<file path="src/rtl/mem_port_responder_pkg.sv">
// Shared FSM state encoding and transfer-direction constants
// for the SRAM port responder.
package mem_port_responder_pkg;

  localparam int ST_W = 5;

  typedef logic [ST_W-1:0] state_t;

  localparam int IDLE_B   = 0;
  localparam int SETUP_B  = 1;
  localparam int ACCESS_B = 2;
  localparam int HOLD_B   = 3;
  localparam int DONE_B   = 4;

  localparam state_t ST_IDLE   = 5'b00001;
  localparam state_t ST_SETUP  = 5'b00010;
  localparam state_t ST_ACCESS = 5'b00100;
  localparam state_t ST_HOLD   = 5'b01000;
  localparam state_t ST_DONE   = 5'b10000;

  localparam logic DIR_READ  = 1'b0;
  localparam logic DIR_WRITE = 1'b1;

  function automatic logic is_write(input logic dir);
    return dir == DIR_WRITE;
  endfunction

endpackage

</file>
<file path="src/rtl/mem_port_responder_wait_counter.sv">
// 4-bit loadable down-counter timing the ACCESS phase.
// Saturates at zero; zero flag comes straight from the register.
module wait_counter (
  input  logic       clk,
  input  logic       rst_n,
  input  logic       load,
  input  logic       dec,
  input  logic [3:0] load_val,
  output logic       zero
);

  logic [3:0] cnt_q;
  logic [3:0] cnt_d;

  always_comb begin
    cnt_d = cnt_q;
    if (load) begin
      cnt_d = load_val;
    end else if (dec && (cnt_q != 4'd0)) begin
      cnt_d = cnt_q - 4'd1;
    end
  end

  always_ff @(posedge clk or negedge rst_n) begin
    if (!rst_n) begin
      cnt_q <= 4'd0;
    end else begin
      cnt_q <= cnt_d;
    end
  end

  assign zero = (cnt_q == 4'd0);

endmodule

</file>
<file path="src/rtl/mem_port_responder.sv">
// Bus-to-SRAM responder: IDLE/SETUP/ACCESS/HOLD/DONE sequencer
// with every SRAM strobe taken straight from a flop.
module mem_port_responder
  import mem_port_responder_pkg::*;
#(
  parameter int WAIT_STATES = 2,
  parameter int ADDR_W      = 16
) (
  input  logic              CLK,
  input  logic              RST_n,
  input  logic              MemReq,
  input  logic              MemDir,
  input  logic [ADDR_W-1:0] MemAddr,
  input  logic [7:0]        MEMDATA_in,
  output logic [7:0]        MEMDATA_out,
  output logic              MemAck,
  output logic              MemBusy,
  output logic [ADDR_W-1:0] SRAM_A,
  input  logic [7:0]        SRAM_DQ_in,
  output logic [7:0]        SRAM_DQ_out,
  output logic              SRAM_DQ_oe,
  output logic              SRAM_CE_n,
  output logic              SRAM_OE_n,
  output logic              SRAM_WE_n
);

  localparam logic [3:0] WS = 4'(WAIT_STATES);

  state_t state_q, state_d;

  logic [ADDR_W-1:0] addr_q, addr_d;
  logic              dir_q, dir_d;
  logic [7:0]        wdata_q, wdata_d;
  logic [7:0]        rdata_q, rdata_d;

  logic [ADDR_W-1:0] sram_a_q, sram_a_d;
  logic [7:0]        dq_out_q, dq_out_d;
  logic              dq_oe_q, dq_oe_d;
  logic              ce_n_q, ce_n_d;
  logic              oe_n_q, oe_n_d;
  logic              we_n_q, we_n_d;
  logic              ack_q, ack_d;

  logic cnt_load;
  logic cnt_dec;
  logic cnt_zero;

  wait_counter u_wait (
    .clk      (CLK),
    .rst_n    (RST_n),
    .load     (cnt_load),
    .dec      (cnt_dec),
    .load_val (WS),
    .zero     (cnt_zero)
  );

  always_comb begin
    state_d  = state_q;
    addr_d   = addr_q;
    dir_d    = dir_q;
    wdata_d  = wdata_q;
    rdata_d  = rdata_q;
    cnt_load = 1'b0;
    cnt_dec  = 1'b0;
    unique case (1'b1)
      state_q[IDLE_B]: begin
        if (MemReq) begin
          state_d = ST_SETUP;
          addr_d  = MemAddr;
          dir_d   = MemDir;
          wdata_d = MEMDATA_in;
        end
      end
      state_q[SETUP_B]: begin
        state_d  = ST_ACCESS;
        cnt_load = 1'b1;
      end
      state_q[ACCESS_B]: begin
        if (cnt_zero) begin
          state_d = ST_HOLD;
          if (!is_write(dir_q)) begin
            rdata_d = SRAM_DQ_in;
          end
        end else begin
          cnt_dec = 1'b1;
        end
      end
      state_q[HOLD_B]: begin
        state_d = ST_DONE;
      end
      state_q[DONE_B]: begin
        state_d = ST_IDLE;
      end
      default: begin
        state_d = ST_IDLE;
      end
    endcase
  end

  // Strobes are decoded from the next state so the flops
  // present them during the state they belong to.
  always_comb begin
    sram_a_d = sram_a_q;
    dq_out_d = dq_out_q;
    dq_oe_d  = dq_oe_q;
    ce_n_d   = 1'b1;
    oe_n_d   = 1'b1;
    we_n_d   = 1'b1;
    ack_d    = 1'b0;
    unique case (1'b1)
      state_d[SETUP_B]: begin
        ce_n_d   = 1'b0;
        sram_a_d = addr_d;
        dq_oe_d  = is_write(dir_d);
        if (is_write(dir_d)) begin
          dq_out_d = wdata_d;
        end
      end
      state_d[ACCESS_B]: begin
        ce_n_d = 1'b0;
        we_n_d = !is_write(dir_d);
        oe_n_d = is_write(dir_d);
      end
      state_d[HOLD_B]: begin
        ce_n_d = 1'b0;
      end
      state_d[DONE_B]: begin
        ack_d   = 1'b1;
        dq_oe_d = 1'b0;
      end
      default: begin
        dq_oe_d = 1'b0;
      end
    endcase
  end

  always_ff @(posedge CLK or negedge RST_n) begin
    if (!RST_n) begin
      state_q  <= ST_IDLE;
      addr_q   <= '0;
      dir_q    <= DIR_READ;
      wdata_q  <= 8'h00;
      rdata_q  <= 8'h00;
      sram_a_q <= '0;
      dq_out_q <= 8'h00;
      dq_oe_q  <= 1'b0;
      ce_n_q   <= 1'b1;
      oe_n_q   <= 1'b1;
      we_n_q   <= 1'b1;
      ack_q    <= 1'b0;
    end else begin
      state_q  <= state_d;
      addr_q   <= addr_d;
      dir_q    <= dir_d;
      wdata_q  <= wdata_d;
      rdata_q  <= rdata_d;
      sram_a_q <= sram_a_d;
      dq_out_q <= dq_out_d;
      dq_oe_q  <= dq_oe_d;
      ce_n_q   <= ce_n_d;
      oe_n_q   <= oe_n_d;
      we_n_q   <= we_n_d;
      ack_q    <= ack_d;
    end
  end

  assign MEMDATA_out = rdata_q;
  assign MemAck      = ack_q;
  assign MemBusy     = !state_q[IDLE_B];
  assign SRAM_A      = sram_a_q;
  assign SRAM_DQ_out = dq_out_q;
  assign SRAM_DQ_oe  = dq_oe_q;
  assign SRAM_CE_n   = ce_n_q;
  assign SRAM_OE_n   = oe_n_q;
  assign SRAM_WE_n   = we_n_q;

endmodule

</file>
<file path="config.mk">
export PLATFORM = sky130hd
export DESIGN_NAME = mem_port_responder
export DESIGN_NICKNAME = d
export VERILOG_FILES = /design/src/rtl/mem_port_responder_pkg.sv /design/src/rtl/mem_port_responder_wait_counter.sv /design/src/rtl/mem_port_responder.sv
export SDC_FILE = /design/constraint.sdc
export NUM_CORES = 1
export LEC_CHECK = 0
export CAP_MARGIN = 10
export CORE_MARGIN = 8
export CORE_UTILIZATION = 43
export DETAILED_ROUTE_END_ITERATION = 10
export PLACE_DENSITY = 0.8
export SLEW_MARGIN = 20
export SYNTH_ARGS = -nofsm -noshare
export SYNTH_HDL_FRONTEND = slang
export SYNTH_SLANG_ARGS = --single-unit
</file>
<file path="constraint.sdc">
create_clock -name CLK -period 3.1 [get_ports CLK]
set_input_delay 0.62 -clock CLK [delete_from_list [all_inputs] [get_ports CLK]]
set_output_delay 0.62 -clock CLK [all_outputs]
set_load 0.005 [all_outputs]
</file>
==> impl_metrics.csv <==
group,metric,value,unit
status,status,"finished, final reports clean",
critical_path,required,3.28,ns
yosys,synth_top_cell_by_area,"dfrtp_1",
floorplan,core_area,4030,um2
clock_tree,cts_max_level,2,
floorplan,rows,23,
place,gp_congestion,0.770,
final_layout,n_antenna_cell,0,
critical_path,critPathMaxStageDelay,0.46,ns
power,leakage,1.22,nW
critical_path,cp-startpoint,"u_wait.cnt_q[0]",
clock_tree,clk_pin_slew,0.08,ns
job,max-cap-violations,0,
clock_tree,clock_path_buffers,2,
detailed_routing,vias_per_cell,4.68,
power,power.density,932,nW/um2
power,fin_total_pwr,2.49,mW
detailed_routing,drc,0,
timing,setup_ws,1.02,ns
timing,worstMarginPinSlew,0.549,ns
timing,fmax,480,MHz
critical_path,worstSetupStartpointType,"flip-flop",
critical_path,r2r-start,"u_wait.cnt_q[0]",
floorplan,initial_core_util,0.449,
final_layout,synthToLayoutAreaGrowth,48.1,%
yosys,syn_area,1810,um2
yosys,synth_area_per_cell,11.2,um2
critical_path,cp_slowest_cell,"or3b_1",
final_layout,drive_gt1_frac,0.143,
clock_tree,post_cts.repair.setup_buffers,0,
critical_path,path_class,"flip-flop to flip-flop",
global_routing,grt_pass1_vias,1457,
place,placed_cells,279,
timing,fin_crit_sh,0.672,
clock_tree,insertion_delay,0.30,ns
global_routing,grt_max_degree,47,
worst_hold_path,holdCritPathClass,"primary input to asynchronous set/reset pin",
global_routing,overflow,0,
yosys,yosys_warnings,0,
floorplan,pin_count,74,
detailed_routing,drt_iter0_drc,110,
yosys,yosys-top-cells-count,"nand2_1 (51), dfrtp_1 (42), mux2_2 (16)",
critical_path,crit_chain,"inv_1, ha_1, or3b_1, nor3b_4, mux2_2",
clock_tree,root_buffer,"clkbuf_8",
detailed_routing,firstDrtPassIters,4,
place,post-place-ws,1.03,ns
power,max-vdd-ir-drop,0.472,mV
detailed_routing,wire_per_inst,14.4,um
clock_tree,cts_hold_buf,0,
final_layout,stdcell_count,287,
yosys,synthMostInstantiatedCell,"nand2_1",
timing,fin_setup_tns,0,ns
yosys,yosysUniqueCellTypes,27,
critical_path,path_max_fanout,8,
detailed_routing,vias,1342,
timing,hold_violations,0,
timing,drv_slew,0,
global_routing,grt_pass1_wl,6890,um
floorplan,die_area,6540,um2
clock_tree,numCtsBuffers,5,
clock_tree,cts_resized,0,
timing,rsz0062_at_grt,"false",
yosys,synthDominantCellAreaShare,0.581,
place,port-buffer-count,73,
yosys,async_reset_ff_frac,1.00,
critical_path,critPathCaptureType,"flip-flop",
yosys,synth_enable_flop_cells,0,
global_routing,grt_antenna_before_repair,0,
clock_tree,cts_tree,"built",
floorplan,die_y,80.8,um
yosys,yosysSeqAreaShare,0.639,
clock_tree,clock_sinks,46,
yosys,ys_ff_latch,46,
detailed_routing,ant_nets,0,
yosys,syn_nets,199,
yosys,ys.flop_type,"dfrtp_1",
timing,setup_viol,0,
yosys,syn_inst,161,
yosys,synth.area.top_cells,"dfrtp_1 (58%), nand2_1 (11%), mux2_2 (10%)",
critical_path,arrival,2.26,ns
floorplan,die_x,80.8,um
global_routing,grt_use_total,0.136,
place,hpwlAfterDp,3200,um
timing,slew_headroom,0.634,
timing,skew,0.00872,ns
final_layout,nets,274,
detailed_routing,drt_wl_total,4120,um
timing,min_period,2.08,ns
final_layout,post-route-util,0.665,
==> cells in the final DEF, fill, tap and decap left out, drive strengths merged <==
| cell | Yosys | layout |
|---|---|---|
| a211o | 1 | 1 |
| a21oi | 2 | 2 |
| a31o | 1 | 1 |
| and2 | 1 | 1 |
| buf | 2 | 3 |
| clkbuf | 5 | 7 |
| clkdlybuf4s50 | 0 | 72 |
| clkinv | 1 | 2 |
| dfrtp | 42 | 42 |
| dfstp | 4 | 4 |
| ha | 2 | 2 |
| inv | 8 | 8 |
| mux2 | 16 | 16 |
| mux2i | 2 | 2 |
| nand2 | 51 | 51 |
| nand2b | 1 | 1 |
| nand3 | 2 | 2 |
| nor2 | 6 | 6 |
| nor2b | 2 | 2 |
| nor3 | 1 | 1 |
| nor3b | 1 | 1 |
| nor4b | 1 | 1 |
| o21ai | 5 | 5 |
| o21bai | 1 | 1 |
| o31ai | 1 | 1 |
| or2 | 1 | 1 |
| or3b | 1 | 1 |
==> cell type report <==
cell class | instances | area [um2]
clock buffers | 7 | 86.3
clock inverters | 1 | 5.00
fillers | 359 | 1350
inverters | 9 | 33.8
multi-input cells | 99 | 591
flip-flops and latches | 46 | 1160
well taps | 50 | 62.6
repair buffers | 75 | 743
==> critical path: cells and delay by family (launching register included) <==
family        cells  cell delay (ns)
simple gates      2             0.89
flops             1             0.41
mux               1             0.40
fa+ha+maj         1             0.18
buf+inv           1             0.09
==> through the flow <==
step	hold slack, ns	cell area, um2
after global placement	0.457	2580
after global routing	0.351	2680
final	0.307	2680
after CTS	0.481	2680
after floorplan	0.324	1810
after detailed placement	0.461	2580
==> per-layer routing <==
layer | vias to the layer above | wire, um | GRT usage
li1 | 662 | - | -
met1 | 624 | 1620 | 0.150
met2 | 49 | 1960 | 0.216
met3 | 7 | 457 | 0.0662
met4 | 0 | 84 | 0.0696
met5 | - | 0 | 0
==> registers in the layout, summed over array words and instances (netlist names) <==
register	cells
SRAM_A	16
MEMDATA_out	8
SRAM_DQ_out	8
state_q	4
u_wait.cnt_q	4
MemAck	1
SRAM_CE_n	1
SRAM_DQ_oe	1
SRAM_OE_n	1
SRAM_WE_n	1
dir_q	1
==> final timing paths <==
kind | to | slack, ns | cells past startpoint
max reg2reg | MEMDATA_out[5] | 1.02 | 5
max | MEMDATA_out[5] | 1.02 | 5
min | state_q[3] | 0.31 | 1
min reg2reg | SRAM_A[15] | 0.47 | 2
min in group CLK | SRAM_A[15] | 0.47 | 2
max in group asynchronous | SRAM_OE_n | 2.41 | 1
==> logic make-up after synthesis <==
| logic type | share of synthesized area |
|---|---|
| compound gates | 0.0374 |
| flops | 0.639 |
| mux | 0.111 |
| simple gates | 0.165 |
| buf+inv | 0.0339 |
| fa+ha+maj | 0.0138 |
==> report_power, final <==
part           internal, mW  switching [mW]
Sequential            0.895           0.173
Clock                 0.180           0.185
Combinational         0.675           0.387
Power figures use the tool's default switching activity.
